## config.mk

```make
export PLATFORM = sky130hd
export DESIGN_NAME = pipelined_barrel_shifter
export DESIGN_NICKNAME = d
export VERILOG_FILES = /design/src/rtl/pipelined_barrel_shifter.sv
export SDC_FILE = /design/constraint.sdc
export NUM_CORES = 1
export LEC_CHECK = 0
export CAP_MARGIN = 10
export CELL_PAD_IN_SITES_DETAIL_PLACEMENT = 0
export CELL_PAD_IN_SITES_GLOBAL_PLACEMENT = 1
export CORE_ASPECT_RATIO = 0.75
export CORE_MARGIN = 2
export CORE_UTILIZATION = 39
export DETAILED_ROUTE_END_ITERATION = 7
export PLACE_DENSITY = 0.83
export SLEW_MARGIN = 20
export SYNTH_ARGS = -nofsm -noshare
export SYNTH_HDL_FRONTEND = slang
export SYNTH_SLANG_ARGS = --single-unit
```

## constraint.sdc

```tcl
create_clock -name clock -period 1.5 [get_ports clock]
set_clock_uncertainty 0.15 [all_clocks]
set_input_delay 0.15 -clock clock [delete_from_list [all_inputs] [get_ports clock]]
set_output_delay 0.15 -clock clock [all_outputs]
set_load 0.02 [all_outputs]
```

## src/rtl/pipelined_barrel_shifter.sv

```systemverilog
// Pipelined barrel shifter: rotate, logical shift or arithmetic shift of a DATA_WIDTH
// vector, left or right, by a per-transaction amount. One registered mux level per amount
// bit, with valid/ready handshakes and full back-pressure on both sides.
// DATA_WIDTH must be at least 2.
module pipelined_barrel_shifter #(
    parameter int unsigned DATA_WIDTH   = 8,
    parameter int unsigned AMOUNT_WIDTH = $clog2(DATA_WIDTH)
) (
    input  logic                    clock,
    input  logic                    resetn,
    input  logic [DATA_WIDTH-1:0]   in_data,
    input  logic [AMOUNT_WIDTH-1:0] in_amount,
    input  logic                    in_direction,
    input  logic [1:0]              in_mode,
    input  logic                    in_valid,
    output logic                    in_ready,
    output logic [DATA_WIDTH-1:0]   out_data,
    output logic                    out_valid,
    input  logic                    out_ready
);

    // Per-stage registers; index i holds the result of stage i.
    logic [AMOUNT_WIDTH-1:0]                   valid_q;
    logic [AMOUNT_WIDTH-1:0][DATA_WIDTH-1:0]   data_q;
    logic [AMOUNT_WIDTH-1:0][AMOUNT_WIDTH-1:0] amount_q;
    logic [AMOUNT_WIDTH-1:0]                   dir_q;
    logic [AMOUNT_WIDTH-1:0][1:0]              mode_q;

    // Stage inputs (stage 0 takes the input port, stage i takes stage i-1) and results.
    logic [AMOUNT_WIDTH-1:0]                   src_valid;
    logic [AMOUNT_WIDTH-1:0][DATA_WIDTH-1:0]   src_data;
    logic [AMOUNT_WIDTH-1:0][AMOUNT_WIDTH-1:0] src_amount;
    logic [AMOUNT_WIDTH-1:0]                   src_dir;
    logic [AMOUNT_WIDTH-1:0][1:0]              src_mode;
    logic [AMOUNT_WIDTH-1:0][DATA_WIDTH-1:0]   res_data;

    logic [AMOUNT_WIDTH-1:0] adv;
    logic                    adv_chain;

    // One operation by a fixed distance s. Arithmetic right keeps the current MSB, which
    // equals the original MSB because earlier right-shift stages never change it.
    function automatic logic [DATA_WIDTH-1:0] stage_op(input logic [DATA_WIDTH-1:0] d,
                                                        input logic left,
                                                        input logic [1:0] mode,
                                                        input int unsigned s);
        logic [DATA_WIDTH-1:0] r;
        r = d;
        if (s != 0) begin
            case (mode)
                2'b01:   r = left ? (d << s) : (d >> s);
                2'b10:   r = left ? (d << s) : $unsigned($signed(d) >>> s);
                default: r = left ? ((d << s) | (d >> (DATA_WIDTH - s)))
                                  : ((d >> s) | (d << (DATA_WIDTH - s)));
            endcase
        end
        return r;
    endfunction

    // Route stage inputs and apply each stage's conditional operation.
    always_comb begin
        src_valid  = '0;
        src_data   = '0;
        src_amount = '0;
        src_dir    = '0;
        src_mode   = '0;
        res_data   = '0;
        src_valid[0]  = in_valid;
        src_data[0]   = in_data;
        src_amount[0] = in_amount;
        src_dir[0]    = in_direction;
        src_mode[0]   = in_mode;
        for (int i = 1; i < int'(AMOUNT_WIDTH); i++) begin
            src_valid[i]  = valid_q[i-1];
            src_data[i]   = data_q[i-1];
            src_amount[i] = amount_q[i-1];
            src_dir[i]    = dir_q[i-1];
            src_mode[i]   = mode_q[i-1];
        end
        for (int i = 0; i < int'(AMOUNT_WIDTH); i++) begin
            res_data[i] = src_amount[i][i]
                        ? stage_op(src_data[i], src_dir[i], src_mode[i],
                                   (32'd1 << i) % DATA_WIDTH)
                        : src_data[i];
        end
    end

    // Advance chain from the output back: a stage moves if it is empty or its successor moves.
    always_comb begin
        adv       = '0;
        adv_chain = out_ready;
        for (int i = int'(AMOUNT_WIDTH) - 1; i >= 0; i--) begin
            adv[i]    = !valid_q[i] || adv_chain;
            adv_chain = adv[i];
        end
    end

    // Stage registers; reset discards every in-flight transaction.
    always_ff @(posedge clock or negedge resetn) begin
        if (!resetn) begin
            valid_q  <= '0;
            data_q   <= '0;
            amount_q <= '0;
            dir_q    <= '0;
            mode_q   <= '0;
        end else begin
            for (int i = 0; i < int'(AMOUNT_WIDTH); i++) begin
                if (adv[i]) begin
                    valid_q[i]  <= src_valid[i];
                    data_q[i]   <= res_data[i];
                    amount_q[i] <= src_amount[i];
                    dir_q[i]    <= src_dir[i];
                    mode_q[i]   <= src_mode[i];
                end
            end
        end
    end

    assign in_ready  = adv[0];
    assign out_valid = valid_q[AMOUNT_WIDTH-1];
    assign out_data  = data_q[AMOUNT_WIDTH-1];

    // Low amount bits of later stages and the last stage's control are not consumed.
    logic unused_ctrl;
    assign unused_ctrl = ^{src_amount, amount_q[AMOUNT_WIDTH-1], dir_q[AMOUNT_WIDTH-1],
                           mode_q[AMOUNT_WIDTH-1]};

endmodule

```

======== Yosys cells after proc, flatten, opt, wreduce, memory -nomap -nowiden ========
Index checks and enable logic that the tools add are counted.
word-level totals
  bits in writable memories ............... 0
  memories kept ........................... 0
  bits of input ports ..................... 18
  register bits after elaboration ......... 39
  memory bits (read-only) ................. 0
  output and inout port bits .............. 10
  logic and storage cells ................. 43
  bits in latches ......................... 0
cells by class
  $mul .................................... 0
  shift operators ......................... 0
  div/mod/pow operators ................... 0
  reductions and logical operators ........ 6
  magnitude comparators ................... 0
  bitwise operators ....................... 5
  equal/unequal tests ..................... 6
  add/sub/neg operators ................... 0
  mux-type cells .......................... 14
operator list
  cell                number
  $mux 8              11
  $pmux 8 s2          3
  $or 4x8->8          1
  $or 6x8->8          1
  $or 7x8->8          1
  $or 8x1->8          1
  $or 8x2->8          1
  $eq 2x1->1 const B  3
  $eq 2x2->1 const B  3
  $logic_not 1->1     3
  $logic_or 1x1->1    3

======== Longest topological paths before layout ========
  word-level depth ........................ 4
  mapped depth ............................ 5
  gate-level depth less buffers ........... 5

======== Least setup slack after synthesis ========
No wires, ideal clock.
  path kind ............................... reg2reg
  from .................................... register mode_q[2] (netlist name)
  to ...................................... register data_q, in the netlist out_data[6]
  setup time .............................. 0.124 ns
  period minus slack after synthesis ...... 1.568 ns
  arrival time ............................ 1.294 ns
  required time ........................... 1.226 ns
  cell stages (with the launch flop) ...... 5
  slack ................................... -0.068 ns
  path buffers ............................ 0
  path through ............................ dfrtp_1 inv_1 ha_1 and4bb_2 o31a_1
between the ends
  cells in the longest elaborated chain, start to end .. 3
  elaborated cells between the ends (all ways) .. 4
  those cells by class .................... eq/ne: 2; mux: 2
ends and longest elaborated chain
  what                                             line  source
  start, declared                                  27    logic [AMOUNT_WIDTH-1:0][1:0] mode_q;
  start signal, assigned by index                  112   mode_q[i] <= src_mode[i];
  $eq 2x2->1 / $eq 2x1->1 (equally long branches)  49    case (mode)
  $pmux 8 s2 (*)                                   49
  $mux 8 (*)                                       81    ? stage_op(src_data[i], src_dir[i], src_mode[i],
  end signal, assigned by index                    109   data_q[i] <= res_data[i];
  end, declared                                    24    logic [AMOUNT_WIDTH-1:0][DATA_WIDTH-1:0] data_q;
Every way passes the cells marked *; elsewhere a longest branch is shown, timed or not.
A chain may end at the register's enable or synchronous reset.

======== Final worst setup path ========
  from .................................... register mode_q[3] (netlist name)
  to ...................................... register data_q, in the netlist out_data[6]
Same word-level chain as after synthesis.

==> metrics.txt <==
# TYPE chip_impl_metric gauge
chip_impl_metric{name="synth_warnings",unit=""} 0
chip_impl_metric{name="yosysTopAreaCellShare",unit="%"} 40.5
chip_impl_metric{name="setup_slack",unit="ns"} -0.0658
chip_impl_info{name="outcome",value="finished, violations left"} 1
chip_impl_metric{name="power_frac_comb",unit="%"} 34.3
chip_impl_metric{name="reg_clk_slew_reported_paths",unit="ns"} 0.08
chip_impl_metric{name="p_total",unit="mW"} 3.39
chip_impl_metric{name="cts_buffers",unit=""} 5
chip_impl_metric{name="drc",unit=""} 0
chip_impl_metric{name="timing.final.crit_share",unit="%"} 104
chip_impl_metric{name="synth-edff-count",unit=""} 0
chip_impl_metric{name="timing.fmax",unit="GHz"} 0.639
chip_impl_metric{name="largest_net_degree_at_the_start_of_global_routing",unit=""} 37
chip_impl_metric{name="worstMarginPinSlew",unit="ns"} 0.474
chip_impl_metric{name="p_leak",unit="nW"} 1.40
chip_impl_metric{name="routed_wl_per_cell",unit="um"} 14.6
chip_impl_metric{name="dp_hpwl",unit="um"} 3600
chip_impl_metric{name="synthesized_net_count",unit=""} 243
chip_impl_metric{name="syn2layout_area_growth",unit="%"} 35.8
chip_impl_metric{name="gp_congestion",unit=""} 0.814
chip_impl_metric{name="syn-instance-count",unit=""} 216
chip_impl_metric{name="die_height",unit="um"} 69.4
chip_impl_metric{name="period_needed",unit="ns"} 1.57
chip_impl_metric{name="grt_antenna_before_repair",unit=""} 0
chip_impl_metric{name="drt-pass1-iter-count",unit=""} 4
chip_impl_info{name="ctsRootBufferMaster",value="sky130_fd_sc_hd__clkbuf_8"} 1
chip_impl_metric{name="floorplan.initialDensity",unit="%"} 41.1
chip_impl_metric{name="synth.avg_cell_area",unit="um^2"} 10.3
chip_impl_info{name="setup.worst_path.start_class",value="register"} 1
chip_impl_metric{name="die_w",unit="um"} 91.2
chip_impl_info{name="violations",value="setup timing"} 1
chip_impl_metric{name="critPathRequiredTime",unit="ns"} 1.53
chip_impl_metric{name="worst_ep_arrival_time",unit="ns"} 1.60
chip_impl_metric{name="postRouteAntennaNets",unit=""} 0
chip_impl_info{name="hp-class",value="in2async"} 1
chip_impl_metric{name="placed_area",unit="um^2"} 2690
chip_impl_metric{name="finalInstanceArea",unit="um^2"} 3020
chip_impl_metric{name="grt_first_pass_wirelength",unit="um"} 8310
chip_impl_metric{name="synth_area",unit="um^2"} 2230
chip_impl_metric{name="power_switching_share",unit="%"} 32.5
chip_impl_metric{name="placed_cells_incl_taps",unit=""} 326
chip_impl_metric{name="drt_iter0_drc",unit=""} 79
chip_impl_info{name="worstSetupPathType",value="reg2reg"} 1
chip_impl_metric{name="intPower",unit="mW"} 2.29
chip_impl_metric{name="finalMaxSlewViolations",unit=""} 0
chip_impl_metric{name="core_region_area",unit="um^2"} 5410
chip_impl_metric{name="cts_max_path_buffers",unit=""} 2
chip_impl_metric{name="clock_power_share",unit="%"} 25.0
chip_impl_metric{name="htreeDepth",unit=""} 2
chip_impl_metric{name="routed_via_density",unit=""} 5.14
chip_impl_metric{name="asyncSetResetFlopFracSynth",unit="%"} 100
chip_impl_metric{name="yosys_register_bits",unit=""} 36
chip_impl_metric{name="pwr_density_cell",unit="nW/um^2"} 1120
chip_impl_metric{name="io_buffers",unit=""} 27
chip_impl_metric{name="die_area",unit="um^2"} 6330
chip_impl_metric{name="clock_sinks",unit=""} 36
chip_impl_metric{name="final_util",unit="%"} 55.9
chip_impl_metric{name="share_seq_of_total_power",unit="%"} 40.7
chip_impl_metric{name="track_usage",unit="%"} 16.3
chip_impl_metric{name="global_route.overflow_total",unit=""} 0
chip_impl_metric{name="placement_rows",unit=""} 23
chip_impl_info{name="crit_path_end_kind",value="register"} 1
chip_impl_metric{name="synth_sequential_area_ratio",unit="%"} 40.5
chip_impl_metric{name="layoutNonFillerInstCount",unit=""} 346
chip_impl_metric{name="post_synth_num_cell_types",unit=""} 40
chip_impl_metric{name="drt_wl_total",unit="um"} 5040
chip_impl_info{name="synth.top_cells.by_area",value="sky130_fd_sc_hd__dfrtp_1 40%, sky130_fd_sc_hd__mux2i_1 8.5%, sky130_fd_sc_hd__ha_1 5.1%, sky130_fd_sc_hd__mux2_2 3.5%, sky130_fd_sc_hd__a211oi_2 3.4%"} 1
chip_impl_metric{name="finalHoldViolations",unit=""} 0
chip_impl_metric{name="setup_viol_count_final",unit=""} 6
chip_impl_metric{name="nFillCells",unit=""} 513
chip_impl_metric{name="slew_headroom",unit="%"} 68.4
chip_impl_info{name="yosys_most_used_dff",value="sky130_fd_sc_hd__dfrtp_1"} 1
chip_impl_metric{name="switching_power",unit="mW"} 1.10
chip_impl_metric{name="worst_path_max_fanout",unit=""} 4
chip_impl_metric{name="number_of_inserted_diodes",unit=""} 0
chip_impl_info{name="tritoncts",value="built"} 1
chip_impl_info{name="post-synth-top-area-cell",value="sky130_fd_sc_hd__dfrtp_1"} 1
chip_impl_metric{name="nets",unit=""} 297
chip_impl_metric{name="maxCapViolations",unit=""} 0
chip_impl_info{name="grt_setup_unrepaired",value="yes"} 1
chip_impl_metric{name="place_worst_setup_slack",unit="ns"} -0.441
chip_impl_metric{name="cts.hold.buffers_added",unit=""} 0
chip_impl_metric{name="worst_ir_drop_on_vdd",unit="mV"} 0.414
chip_impl_metric{name="boundaryPins",unit=""} 28
chip_impl_metric{name="grt_pass1_vias",unit=""} 1711
chip_impl_metric{name="share_of_cells_above_drive_strength_1",unit="%"} 32.1
chip_impl_metric{name="clock_insertion_delay_worst_skew",unit="ns"} 0.29
chip_impl_metric{name="num_vias",unit=""} 1778
[logic make-up after synthesis]
| logic type | share of synthesized area [%] |
|---|---|
| buffers and inverters | 8.04 |
| DFF | 40.5 |
| and+or+nand+nor | 12.9 |
| muxes | 12.1 |
| adders and majority gates | 5.06 |
| AOI/OAI and AO/OA | 21.5 |
[cell usage in the layout, fill, tap and decap left out, drive strengths merged, types with 8 or more instances in the layout]
| cell | synthesis | final |
|---|---|---|
| mux2i | 19 | 19 |
| a21o | 10 | 10 |
| dfrtp | 36 | 36 |
| nand2 | 12 | 12 |
| dlygate4sd2 | 0 | 9 |
| clkdlybuf4s50 | 0 | 16 |
| buf | 19 | 40 |
| a211oi | 10 | 10 |
| nand2b | 9 | 9 |
| ha | 9 | 9 |
| o21ai | 11 | 11 |
| inv | 8 | 8 |
| nor2 | 17 | 17 |
[critical path, cell delays in order, from the launching register on]
cell	delay, ns
sky130_fd_sc_hd__dfrtp_2	0.42
sky130_fd_sc_hd__inv_1	0.06
sky130_fd_sc_hd__ha_2	0.19
sky130_fd_sc_hd__o21a_1	0.17
sky130_fd_sc_hd__o21a_1	0.19
sky130_fd_sc_hd__o31a_1	0.30
[power groups by stage]
stage / clock network, mW / logic [mW] / registers (mW)
2_1_floorplan: 0 / 0.786 / 1.30
5_1_grt: 0.916 / 1.27 / 1.42
4_1_cts: 0.856 / 1.06 / 1.37
6_report: 0.847 / 1.16 / 1.38
3_5_place_dp: 0 / 1.07 / 1.38
3_3_place_gp: 0 / 1.05 / 1.37
[state kept, by name, indices dropped and copies added, names as in the netlist]
signal and flops:
amount_q 3, data_q 16, out_data 8, dir_q 2
valid_q 3, mode_q 4
[worst paths after layout]
kind / slack (ns) / from / endpoint / depth (start not counted)
min reg2reg: 0.36 / out_data[4] / out_data[4] / 2
max in group asynchronous: 0.92 / resetn / mode_q[3] / 2
max reg2reg: -0.07 / mode_q[3] / out_data[6] / 5
min in group clock: 0.25 / out_ready / mode_q[0] / 3
min: 0.08 / resetn / valid_q[0] / 2
max: -0.07 / mode_q[3] / out_data[6] / 5
[metal layers]
metal,up-vias,GRT usage (%),routed length (um)
met5,-,0,0
met4,0,5.05,42
met3,4,3.70,170
met2,25,23.3,2200
met1,870,24.4,2630
li1,879,-,-
[synth_stat cells (2+ instances only)]
cell / instances
sky130_fd_sc_hd__buf_4: 10
sky130_fd_sc_hd__buf_6: 4
sky130_fd_sc_hd__dfrtp_1: 36
sky130_fd_sc_hd__o211ai_1: 7
sky130_fd_sc_hd__mux2i_1: 19
sky130_fd_sc_hd__nand2_1: 12
sky130_fd_sc_hd__buf_2: 5
sky130_fd_sc_hd__o21ai_0: 10
sky130_fd_sc_hd__nor2_1: 17
sky130_fd_sc_hd__nor3_1: 2
sky130_fd_sc_hd__nor2b_1: 6
sky130_fd_sc_hd__o21a_1: 2
sky130_fd_sc_hd__a31oi_1: 6
sky130_fd_sc_hd__a21o_1: 10
sky130_fd_sc_hd__ha_1: 9
sky130_fd_sc_hd__o211a_1: 2
sky130_fd_sc_hd__and3b_1: 2
sky130_fd_sc_hd__o21ba_2: 3
sky130_fd_sc_hd__a211oi_2: 6
sky130_fd_sc_hd__nand2b_1: 9
sky130_fd_sc_hd__a21oi_1: 3
sky130_fd_sc_hd__mux2_2: 7
sky130_fd_sc_hd__inv_1: 8
sky130_fd_sc_hd__a211oi_1: 4
sky130_fd_sc_hd__a211o_1: 2
[per-stage QoR]
stage                 TNS [ns]  hold slack [ns]
floorplan           -0.0000747           -0.296
global placement         -5.57            0.301
detailed placement       -5.82            0.313
CTS                     -0.810           0.0865
global route            -0.660           0.0892
finish                  -0.189           0.0772
[cell type report]
cell class,count,area [um^2],share of cell area (%)
repair buffers,67,622,20.6
inverters,8,30.0,0.993
flip-flops and latches,36,905,29.9
well taps,75,93.8,3.10
clock buffers,6,72.6,2.40
clock inverters,2,35.0,1.16
multi-input cells,152,1260,41.8
[what timing repair did]
| action | 4_1_cts | 5_1_grt |
|---|---|---|
| pin swaps | 8 | 13 |
| gates resized for setup | 32 | 25 |
| endpoints found under the setup margin | 28 | 26 |
| gates cloned | 0 | 1 |
| setup buffers | 1 | 11 |
Power figures use the tool's default switching activity.
